<file path="config.mk">
export PLATFORM = sky130hd
export DESIGN_NAME = wb_sel_arbiter
export DESIGN_NICKNAME = d
export VERILOG_FILES = /design/src/rtl/wb_arb_pkg.sv /design/src/rtl/wb_sel_arbiter_rr_pick.sv /design/src/rtl/wb_sel_arbiter.sv
export SDC_FILE = /design/constraint.sdc
export NUM_CORES = 1
export LEC_CHECK = 0
export BUFFER_PORTS_ARGS = -buffer_cell sky130_fd_sc_hd__buf_2
export CORE_ASPECT_RATIO = 1.2
export CORE_MARGIN = 5
export CORE_UTILIZATION = 52
export DETAILED_ROUTE_END_ITERATION = 6
export GPL_ROUTABILITY_DRIVEN = 0
export PLACE_DENSITY = 0.77
export SYNTH_ARGS = -nofsm -noshare
export SYNTH_HDL_FRONTEND = slang
export SYNTH_HIERARCHICAL = 1
export SYNTH_SLANG_ARGS = --single-unit
</file>
<file path="constraint.sdc">
create_clock -name clk -period 3.4 [get_ports clk]
set_input_delay 0 -clock clk [delete_from_list [all_inputs] [get_ports clk]]
set_output_delay 0 -clock clk [all_outputs]
set_load 0.02 [all_outputs]
</file>
<file path="src/rtl/wb_arb_pkg.sv">
// Shared types and sizes for the writeback-select round-robin arbiter.
package wb_arb_pkg;

  localparam int unsigned NREQ  = 8;
  localparam int unsigned SEL_W = 3;

  typedef logic [NREQ-1:0]  req_vec_t;
  typedef logic [SEL_W-1:0] sel_t;

endpackage

</file>
<file path="src/rtl/wb_sel_arbiter_rr_pick.sv">
// Combinational rotating-priority picker: first request at or after ptr wins.
module rr_pick
  import wb_arb_pkg::*;
(
  input  req_vec_t req,
  input  sel_t     ptr,
  input  logic     en,
  output req_vec_t gnt,
  output sel_t     idx,
  output logic     any_gnt
);

  sel_t cand;

  // Index arithmetic wraps naturally because NREQ is a power of two.
  always_comb begin
    gnt     = '0;
    idx     = '0;
    any_gnt = 1'b0;
    cand    = '0;
    for (int unsigned k = 0; k < NREQ; k++) begin
      cand = ptr + sel_t'(k);
      if (en && !any_gnt && req[cand]) begin
        gnt[cand] = 1'b1;
        idx       = cand;
        any_gnt   = 1'b1;
      end
    end
  end

endmodule

</file>
<file path="src/rtl/wb_sel_arbiter.sv">
// Round-robin arbiter driving the registered writeback mux select.
// Optional owner lock enabled by defining WB_ARB_LOCK_EN.
module wb_sel_arbiter
  import wb_arb_pkg::*;
(
  input  logic     clk,
  input  logic     rst_n,
  input  req_vec_t req,
  input  logic     stall,
`ifdef WB_ARB_LOCK_EN
  input  req_vec_t lock,
`endif
  output req_vec_t gnt,
  output sel_t     sel_q,
  output logic     sel_valid_q
);

  sel_t     ptr_q;
  sel_t     ptr_d;
  sel_t     sel_d;
  logic     valid_d;
  req_vec_t req_eff;
  sel_t     win;
  logic     any_gnt;
  logic     pick_en;

  // Reset level gates the grant so nothing is issued while rst_n is low.
  assign pick_en = rst_n & ~stall;

`ifdef WB_ARB_LOCK_EN
  logic locked_q;
  logic locked_d;
  sel_t owner_q;
  sel_t owner_d;

  // While locked only the owner's request is visible to the picker.
  always_comb begin
    req_eff = req;
    if (locked_q) begin
      req_eff = req & (req_vec_t'(1) << owner_q);
    end
  end
`else
  assign req_eff = req;
`endif

  rr_pick u_pick (
    .req     (req_eff),
    .ptr     (ptr_q),
    .en      (pick_en),
    .gnt     (gnt),
    .idx     (win),
    .any_gnt (any_gnt)
  );

  // Next-state: pointer, select registers and lock state.
  always_comb begin
    ptr_d   = ptr_q;
    sel_d   = sel_q;
    valid_d = 1'b0;
    if (any_gnt) begin
      ptr_d   = win + sel_t'(1);
      sel_d   = win;
      valid_d = 1'b1;
    end
`ifdef WB_ARB_LOCK_EN
    locked_d = locked_q;
    owner_d  = owner_q;
    if (locked_q) begin
      if (!lock[owner_q] || !req[owner_q]) begin
        locked_d = 1'b0;
      end
    end else if (any_gnt && lock[win]) begin
      locked_d = 1'b1;
      owner_d  = win;
    end
`endif
  end

  always_ff @(posedge clk or negedge rst_n) begin
    if (!rst_n) begin
      ptr_q       <= '0;
      sel_q       <= '0;
      sel_valid_q <= 1'b0;
`ifdef WB_ARB_LOCK_EN
      locked_q    <= 1'b0;
      owner_q     <= '0;
`endif
    end else begin
      ptr_q       <= ptr_d;
      sel_q       <= sel_d;
      sel_valid_q <= valid_d;
`ifdef WB_ARB_LOCK_EN
      locked_q    <= locked_d;
      owner_q     <= owner_d;
`endif
    end
  end

endmodule

</file>
==> impl_results.md, run 1 <==
- Final wirelength: around 4300 um
- Relative slew margins: 67.32%
- Synthesized net count: 176
- Number of iterations in the first detailed-routing pass: 4
- Worst reg-to-reg setup slack: between 0.05 and 0.06 ns
- Cells taking the most area after synthesis: mux4_2 (16%), dfrtp_1 (12%), mux2i_1 (8.3%)
- Path type of the worst setup path: register to register
- Fin Clk Skew: 0.0002531 ns
- Post-synth EDFFs: 0
- Post-route clock period utilization: a little over nine tenths
- Maximum operating frequency: 0.2993 GHz
- Type of the most critical hold path: input port to async pin
- Distinct cells, synth: 50
- Remaining routing DRC violations: 0
- H-Tree Level Count: 1
- Max-cap violation count: 0
- Maximum number of pins on one net before global-route repair: 18
- Async set-or-reset flop fraction in the synthesized netlist: 100.0%
- CTS buffer count: 3
- Reg-to-Reg End: ptr_q[1]$_DFFE_PN0P_
- Standard-cell rows: 21
- Clock tree from TritonCTS: done
- Total number of vias: between 1,500 and 2,000
- Syn Inst Count: approximately 160
- # setup viols final: 0
- Number of failing hold endpoints at the final stage: 0
- Post-Synthesis Mean Instance Area: slightly above 9 um^2
- Area enclosed by the die boundary: slightly below 4000 um^2
- Depth of the most critical reg-to-reg path: 11
- FF+latch count, synth: 7
- Wire length of the first global-routing pass: about 7000 um
- Most frequent cells after synthesis: nand2_1 (15), mux2i_1 (12), mux4_2 (10), nand3_1 (8), o21ai_0 (8)
- Critical path data required time: approximately 3.5 ns
- Cell accounting for the most synthesized area: mux4_2
- Port bufs: 22
- TritonCTS sink count: 7
- Estimated wirelength of the detail-placed design: about 3100 um
- Maximum clock path buffer count: 2
- Grt ovf: 0
- Ports: 23
- Final count of pins violating max slew: 0
- GRT Resource Usage Total: a little over a fifth
- Number of warnings issued by yosys: 6
- Highest fanout seen on the critical path: 6
- Vias in the first global route: between 1,500 and 2,000
- Fin crit period: about 3.3 ns
- Crit-path cells: inv_1, ha_2, mux4_2, mux2_2, o21ai_1, a21boi_4, nor3b_4, nand3_1, o22ai_2, ha_1, mux2_4
- Clk Tree Root Cell: clkbuf_4
- Clock transition at the register clock pins on the worst setup and hold paths after CTS: roughly 0.05 ns
- Initial cell density of the core: about 53%
- Number of antenna violations at the first check in global routing: 0
- Horiz. Die Dim: approximately 58 um
- Skew-Pair Late Insertion Delay: between 0.2 and 0.3 ns
- Worst hold slack: about 0.12 ns
- Avg WL per Cell: between 15 and 20 um
- Most repeated cell in the gate-level netlist after synthesis: nand2_1
- Number of placed instances, taps included: 217
- Data arrival at the endpoint of the critical path: between 3 and 4 ns
- Summed instance area of the synthesized netlist: 1450 um^2
- Outcome: complete, no violations
- Commonest register cell after synthesis: dfrtp_1
- Max incr delay on CP: about 0.37 ns
- Share of final-layout standard cells stronger than drive strength 1: between 30 and 40%
- Top cell type's share of synthesized area: between 10% and 20%
- Diodes inserted: 0
- Die span in y: roughly 68 um
- Layout-stage area growth over the synthesis result: 18.29%
- Part of the Yosys area used for sequential elements: between 10 and 15%
- Worst reg2reg startpoint: ptr_q[1]$_DFFE_PN0P_
- Avg Vias per Cell: slightly below 7
- Critical Path End Type: register
- Worst setup SP type: register
- Starting DRT DRC Count: about 130
- Final core utilization: 62.77%
- Slowest cell on the critical path: dfrtp_1
- Number of routed nets with antenna violations: 0
- Core box area: between 2000 and 3000 um^2
- Final standard cell count with taps included and fillers excluded: roughly 230
- Transition time at the pin with the least slew margin: 0.4778 ns
- Number of nets in the layout: 210
[sequential cells by signal (all words and copies together) (netlist names)]
name and flops:
ptr_q 3, sel_valid_q 1, sel_q 3
[cell families after synthesis]
logic type | share of synthesized area (%)
compound gates | 21.57
xor+xnor | 2.416
fa+ha+maj | 6.039
buf+inv | 5.694
flops | 12.08
mux | 32.87
simple gates | 19.33
[per-layer routing]
metal  share of wire (%)  GRT usage (%)
met2                  51          40.25
met1                  37          24.74
met5                   0              0
met3                 7.8          3.962
met4                 3.6          9.855
[worst max path at each step]
stage,slack (ns),depth (start not counted),start,endpoint
2_1_floorplan,0.08,12,ptr_q[1]$_DFFE_PN0P_,ptr_q[1]$_DFFE_PN0P_
3_3_place_gp,0.24,11,ptr_q[1]$_DFFE_PN0P_,ptr_q[1]$_DFFE_PN0P_
3_5_place_dp,0.10,11,ptr_q[1]$_DFFE_PN0P_,ptr_q[1]$_DFFE_PN0P_
4_1_cts,0.08,12,ptr_q[1]$_DFFE_PN0P_,ptr_q[1]$_DFFE_PN0P_
5_1_grt,-0.04,12,ptr_q[1]$_DFFE_PN0P_,ptr_q[1]$_DFFE_PN0P_
6_report,0.06,11,ptr_q[1]$_DFFE_PN0P_,ptr_q[1]$_DFFE_PN0P_
[repair_timing]
| item | 4_1_cts | 5_1_grt |
|---|---|---|
| resized for setup | 0 | 5 |
| hold endpoints to repair | 7 | 0 |
| setup buffers | 0 | 3 |
| hold buffers | 1 | 0 |
| setup endpoints to repair | 0 | 2 |
[stage by stage]
step	setup slack, ns	setup TNS, ns	instance area [um^2]
2_1_floorplan	0.07942	0	1451
3_3_place_gp	0.2440	0	1633
3_5_place_dp	0.1028	0	1633
4_1_cts	0.07867	0	1669
5_1_grt	-0.03963	-0.03963	1715
6_report	0.05885	0	1715
[worst max-delay path, delay by kind of cell (launching register included)]
kind	cells	cell delay, ns
buffers and inverters	1	0.18
flip-flops	1	0.37
multiplexers	3	0.87
AO/OA/AOI/OAI	3	0.72
adder cells (fa/ha/maj)	2	0.64
AND/OR/NAND/NOR	2	0.45
[cell type report]
cell class	count	area, um^2
Fill cell	224	1017
Multi-Input combinational cell	136	1216
Inverter	6	22.52
Tap cell	34	42.54
Timing Repair Buffer	38	232.7
Clock buffer	4	26.28
Sequential cell	7	175.2
[placed cells by master (no fill, tap or decap), types with 2 or more instances in the layout]
| master | Yosys | layout |
|---|---|---|
| mux2_2 | 4 | 4 |
| and2_1 | 3 | 3 |
| mux2i_1 | 12 | 12 |
| nand2_1 | 15 | 15 |
| nand4_1 | 2 | 2 |
| a21oi_1 | 6 | 5 |
| buf_2 | 3 | 22 |
| o22ai_1 | 4 | 3 |
| mux4_2 | 10 | 10 |
| o21ai_1 | 3 | 3 |
| buf_4 | 0 | 15 |
| nor3_1 | 3 | 3 |
| ha_1 | 7 | 6 |
| nand2b_1 | 4 | 4 |
| xnor2_1 | 2 | 2 |
| mux2_4 | 5 | 5 |
| dfrtp_1 | 7 | 7 |
| a21boi_1 | 4 | 4 |
| nand3_1 | 8 | 8 |
| nor2_1 | 7 | 7 |
| inv_1 | 5 | 5 |
| clkbuf_4 | 0 | 3 |
| a222oi_1 | 4 | 4 |
| o21ai_0 | 8 | 8 |
| xor2_1 | 2 | 2 |
Power of run 1 is left out: the tool's default activity adds up to more than one toggle a clock period on the data nets, which glitch-free logic cannot reach.
==> run 2, diff against run 1 <==
--- a/config.mk
+++ b/config.mk
@@ -9,6 +9,7 @@
 export CORE_ASPECT_RATIO = 1.2
 export CORE_MARGIN = 5
 export CORE_UTILIZATION = 52
+export CTS_BUF_LIST = sky130_fd_sc_hd__clkbuf_4 sky130_fd_sc_hd__clkbuf_8 sky130_fd_sc_hd__clkbuf_16
 export DETAILED_ROUTE_END_ITERATION = 6
 export GPL_ROUTABILITY_DRIVEN = 0
 export PLACE_DENSITY = 0.77
==> impl_results.md, run 2 (synthesized netlist as in run 1, its figures left out) <==
- Worst reg-to-reg setup slack: between 0.08 and 0.09 ns
- TritonCTS sink count: 7
- Vias in the first global route: 1,535
- Core box area: between 2000 and 3000 um^2
- Reg-to-Reg End: ptr_q[1]$_DFFE_PN0P_
- H-Tree Level Count: 1
- Relative slew margins: between 60% and 70%
- Highest fanout seen on the critical path: 6
- CTS buffer count: 3
- Wire length of the first global-routing pass: roughly 6900 um
- Maximum number of pins on one net before global-route repair: 18
- Crit-path cells: inv_1, ha_2, mux4_2, mux2_2, o21ai_1, a21boi_4, nor3b_4, nand3_1, o22ai_2, ha_1, mux2_4
- Initial cell density of the core: between 50% and 60%
- Layout-stage area growth over the synthesis result: 19.07%
- Area occupied by registers: 175.2 um^2
- Diodes inserted: 0
- Worst setup SP type: register
- Count of filler cells inserted in the layout: 226
- Critical path data required time: 3.54 ns
- Top library cells by usage in the layout, fill and taps aside: buf_2 (22), buf_4 (16), nand2_1 (15)
- Outcome: complete, no violations
- Transition time at the pin with the least slew margin: 0.4825 ns
- Share of final-layout standard cells stronger than drive strength 1: 38.02%
- Clk Tree Root Cell: clkbuf_4
- Clock transition at the register clock pins on the worst setup and hold paths after CTS: 0.05 ns
- Worst hold slack: roughly 0.11 ns
- Number of iterations in the first detailed-routing pass: 6
- Largest registers: ptr_q: 3 flops, sel_q: 3 flops, sel_valid_q: 1 flops
- # setup viols final: 0
- Data arrival at the endpoint of the critical path: 3.45 ns
- Starting DRT DRC Count: ~120
- Multi-input gate area in the final layout: 1216 um^2
- Port bufs: 22
- Worst reg2reg startpoint: ptr_q[1]$_DFFE_PN0P_
- Critical Path End Type: register
- Post-route clock period utilization: a little over nine tenths
- Fin crit period: between 3 and 4 ns
- Die span in y: 67.85 um
- GRT Resource Usage Total: between 20% and 30%
- Final count of pins violating max slew: 0
- Ports: 23
- Slowest cell on the critical path: dfrtp_1
- Number of nets in the layout: roughly 210
- Depth of the most critical reg-to-reg path: 11
- Clock tree from TritonCTS: done
- Area enclosed by the die boundary: 3949 um^2
- Total number of vias: roughly 1,500
- Estimated wirelength of the detail-placed design: 3132 um
- Max incr delay on CP: ~0.37 ns
- Avg Vias per Cell: roughly 6.8
- Number of antenna violations at the first check in global routing: 0
- Number of failing hold endpoints at the final stage: 0
- Max-cap violation count: 0
- Maximum clock path buffer count: 2
- Standard-cell rows: 21
- Maximum operating frequency: about 0.3 GHz
- Final wirelength: ~4300 um
- Grt ovf: 0
- Fin Clk Skew: between 0.003 and 0.004 ns
- Avg WL per Cell: between 15 and 20 um
- Launch point of the worst path: ptr_q[1]$_DFFE_PN0P_
- Type of the most critical hold path: input port to async pin
- Remaining routing DRC violations: 0
- Path type of the worst setup path: register to register
- Critical Path Sink: ptr_q[1]$_DFFE_PN0P_
- Skew-Pair Late Insertion Delay: between 0.2 and 0.3 ns
- Number of routed nets with antenna violations: 0
- Most frequent standard cell in the layout excluding fill and tap cells: buf_2
- Horiz. Die Dim: just under 60 um
-- run 2: changes by cell type in the layout (fill, tap and decap cells not counted) --
cell,previous run,this run
clkbuf_1,1,0
clkbuf_4,3,4
buf_4,15,16
-- run 2: cell type report --
cell class | instances | share of cell area (%)
tap | 34 | 2.464
timing repair buffer | 39 | 13.91
sequential | 7 | 10.14
multi-input combinational | 136 | 70.43
clock buffer | 4 | 1.739
inverter | 6 | 1.304
-- run 2: through the flow --
stage                     utilization, %  setup WS [ns]  TNS (ns)  std cells  area [um^2]
after CTS                          61.22        0.06865         0        222         1673
after detailed placement           59.75         0.1028         0        217         1633
after global routing               63.19       -0.03991  -0.03991        226         1727
after global placement             59.75         0.2440         0        217         1633
final                              63.19        0.08244         0        226         1727
after floorplan                        -        0.07942         0        158         1451
-- run 2: timing repair --
| action | CTS | global route |
|---|---|---|
| hold endpoints to repair | 7 | 0 |
| buffers inserted | 0 | 4 |
| resized for setup | 0 | 5 |
| endpoints found under the setup margin | 0 | 2 |
| hold buffers | 1 | 0 |
-- run 2: worst max-delay path, delay by kind of cell, from the launching register on --
family	cells	cell delay, ns
buf+inv	1	0.17
mux	3	0.87
compound gates	3	0.71
flops	1	0.37
simple gates	2	0.45
fa+ha+maj	2	0.63
-- run 2: how the worst min path moves through the flow --
stage          startpoint                   end  slack [ns]  cells past startpoint
2_1_floorplan       rst_n  ptr_q[0]$_DFFE_PN0P_       -0.30                      0
3_3_place_gp        rst_n  sel_q[2]$_DFFE_PN0P_       -0.16                      1
3_5_place_dp        rst_n  sel_q[1]$_DFFE_PN0P_       -0.15                      1
4_1_cts             rst_n  sel_q[1]$_DFFE_PN0P_        0.11                      2
5_1_grt             rst_n  ptr_q[1]$_DFFE_PN0P_        0.12                      2
6_report            rst_n  ptr_q[1]$_DFFE_PN0P_        0.11                      2
-- run 2: layer usage --
metal	routed length [um]	GRT usage [%]	vias to the layer above
met5	0	0	-
met4	143	9.855	0
met3	342	3.962	16
met2	2245	40.68	102
met1	1551	24.74	741
li1	-	-	681
Power of run 2 is left out for the same reason.
==> run 3, diff against run 2 <==
--- a/config.mk
+++ b/config.mk
@@ -12,7 +12,7 @@
 export CTS_BUF_LIST = sky130_fd_sc_hd__clkbuf_4 sky130_fd_sc_hd__clkbuf_8 sky130_fd_sc_hd__clkbuf_16
 export DETAILED_ROUTE_END_ITERATION = 6
 export GPL_ROUTABILITY_DRIVEN = 0
-export PLACE_DENSITY = 0.77
+export PLACE_DENSITY = 0.81
 export SYNTH_ARGS = -nofsm -noshare
 export SYNTH_HDL_FRONTEND = slang
 export SYNTH_HIERARCHICAL = 1
==> impl_results.md, run 3 (synthesized netlist as in run 1, its figures left out) <==
- Outcome: complete, no violations
- Estimated wirelength of the detail-placed design: approximately 3400 um
- Share of final-layout standard cells stronger than drive strength 1: 37.50%
- Largest registers: ptr_q: 3 flops, sel_q: 3 flops, sel_valid_q: 1 flops
- Clock tree from TritonCTS: done
- Maximum operating frequency: roughly 0.31 GHz
- Starting DRT DRC Count: 124
- TritonCTS sink count: 7
- Critical path data required time: ~3.6 ns
- Clk Tree Root Cell: clkbuf_4
- Final count of pins violating max slew: 0
- Standard-cell rows: 21
- Setup repair after global routing missed its margin: no
- Path type of the worst setup path: register to register
- Ports: 23
- GRT Resource Usage Total: a little under a quarter
- Worst setup SP type: register
- Wire length of the first global-routing pass: ~7100 um
- Highest fanout seen on the critical path: 12
- # setup viols final: 0
- H-Tree Level Count: 1
- Top library cells by usage in the layout, fill and taps aside: buf_2 (22), buf_4 (15), nand2_1 (15)
- Max-cap violation count: 0
- Diodes inserted: 0
- Max incr delay on CP: 0.49 ns
- Count of filler cells inserted in the layout: between 200 and 250
- Horiz. Die Dim: 58.21 um
- Port bufs: 22
- Number of failing hold endpoints at the final stage: 0
- CTS buffer count: 3
- Critical Path End Type: register
- Most frequent standard cell in the layout excluding fill and tap cells: buf_2
- Sum Neg Setup Slack: 0 ns
- Avg WL per Cell: roughly 19 um
- Remaining routing DRC violations: 0
- Skew-Pair Late Insertion Delay: 0.26 ns
- Relative slew margins: 66.74%
- Number of nets in the layout: about 210
- Crit-path cells: buf_6, mux2_2, mux4_2, o21ai_1, a21boi_4, nor3b_4, nand3_1, o22ai_1, ha_1, mux2_4
- Grt ovf: 0
- Slowest cell on the critical path: mux4_2
- Layout-stage area growth over the synthesis result: 19.33%
- Fin Clk Skew: roughly 0.0069 ns
- Fin crit period: between 3 and 4 ns
- Final wirelength: between 4000 and 5000 um
- Total number of vias: 1,513
- Number of iterations in the first detailed-routing pass: 4
- Avg Vias per Cell: around 6.7
- Clock transition at the register clock pins on the worst setup and hold paths after CTS: about 0.060 ns
- Number of routed nets with antenna violations: 0
- Number of antenna violations at the first check in global routing: 0
- Die span in y: a little under 70 um
- Data arrival at the endpoint of the critical path: 3.41 ns
- Area enclosed by the die boundary: about 4000 um^2
- Core box area: 2733 um^2
- Post-route clock period utilization: 95.91%
- Vias in the first global route: approximately 1,500
- Maximum clock path buffer count: 2
- Transition time at the pin with the least slew margin: 0.4912 ns
- Initial cell density of the core: a little over half
- Maximum number of pins on one net before global-route repair: 17
- Type of the most critical hold path: input port to async pin
-- run 3: worst paths after layout --
check | startpoint | endpoint | slack (ns) | cells after the start
setup / recovery | ptr_q[1]$_DFFE_PN0P_ | ptr_q[1]$_DFFE_PN0P_ | 0.14 | 10
hold / removal | rst_n | ptr_q[1]$_DFFE_PN0P_ | 0.11 | 2
setup reg to reg | ptr_q[1]$_DFFE_PN0P_ | ptr_q[1]$_DFFE_PN0P_ | 0.14 | 10
hold reg to reg | sel_q[2]$_DFFE_PN0P_ | sel_q[2]$_DFFE_PN0P_ | 0.51 | 1
max in group asynchronous | rst_n | ptr_q[2]$_DFFE_PN0P_ | 3.13 | 2
min in group clk | stall | sel_valid_q$_DFF_PN0_ | 0.49 | 5
-- run 3: per-layer routing --
layer,GRT usage [%],wire (um),vias up
met3,1.509,317,14
met2,43.22,2301,93
met5,0,0,-
met4,13.91,121,0
li1,-,-,685
met1,26.33,1629,721
-- run 3: per-stage QoR --
| stage | hold WS, ns | area (um^2) | util [%] | setup slack (ns) | cells |
|---|---|---|---|---|---|
| 2_1_floorplan | -0.2956 | 1451 | - | 0.07942 | 158 |
| 3_3_place_gp | -0.1612 | 1648 | 60.30 | 0.2413 | 219 |
| 3_5_place_dp | -0.1537 | 1648 | 60.30 | 0.1340 | 219 |
| 4_1_cts | 0.09443 | 1688 | 61.77 | 0.1255 | 224 |
| 5_1_grt | 0.1274 | 1730 | 63.32 | 0.01040 | 226 |
| 6_report | 0.1052 | 1730 | 63.32 | 0.1390 | 226 |
-- run 3: critical path, delay by kind of cell (launching register included) --
kind	cells	cell delay (ns)
multiplexers	3	1.12
flip-flops	1	0.37
adder cells (fa/ha/maj)	1	0.28
buffers and inverters	1	0.18
AO/OA/AOI/OAI	3	0.80
AND/OR/NAND/NOR	2	0.40
-- run 3: area by class of cell --
| type | count | area, um^2 | share of cell area [%] |
|---|---|---|---|
| Timing Repair Buffer | 39 | 244.0 | 14.10 |
| Sequential cell | 7 | 175.2 | 10.12 |
| Multi-Input combinational cell | 136 | 1216 | 70.28 |
| Tap cell | 34 | 42.54 | 2.458 |
| Clock buffer | 4 | 30.03 | 1.735 |
| Inverter | 6 | 22.52 | 1.302 |
-- run 3: what timing repair did --
| action | CTS | global route |
|---|---|---|
| hold buffers | 1 | 0 |
| setup endpoints to repair | 0 | 2 |
| buffers inserted | 0 | 2 |
| gates resized for setup | 0 | 5 |
| hold endpoints to repair | 7 | 0 |
Power of run 3 is left out for the same reason.
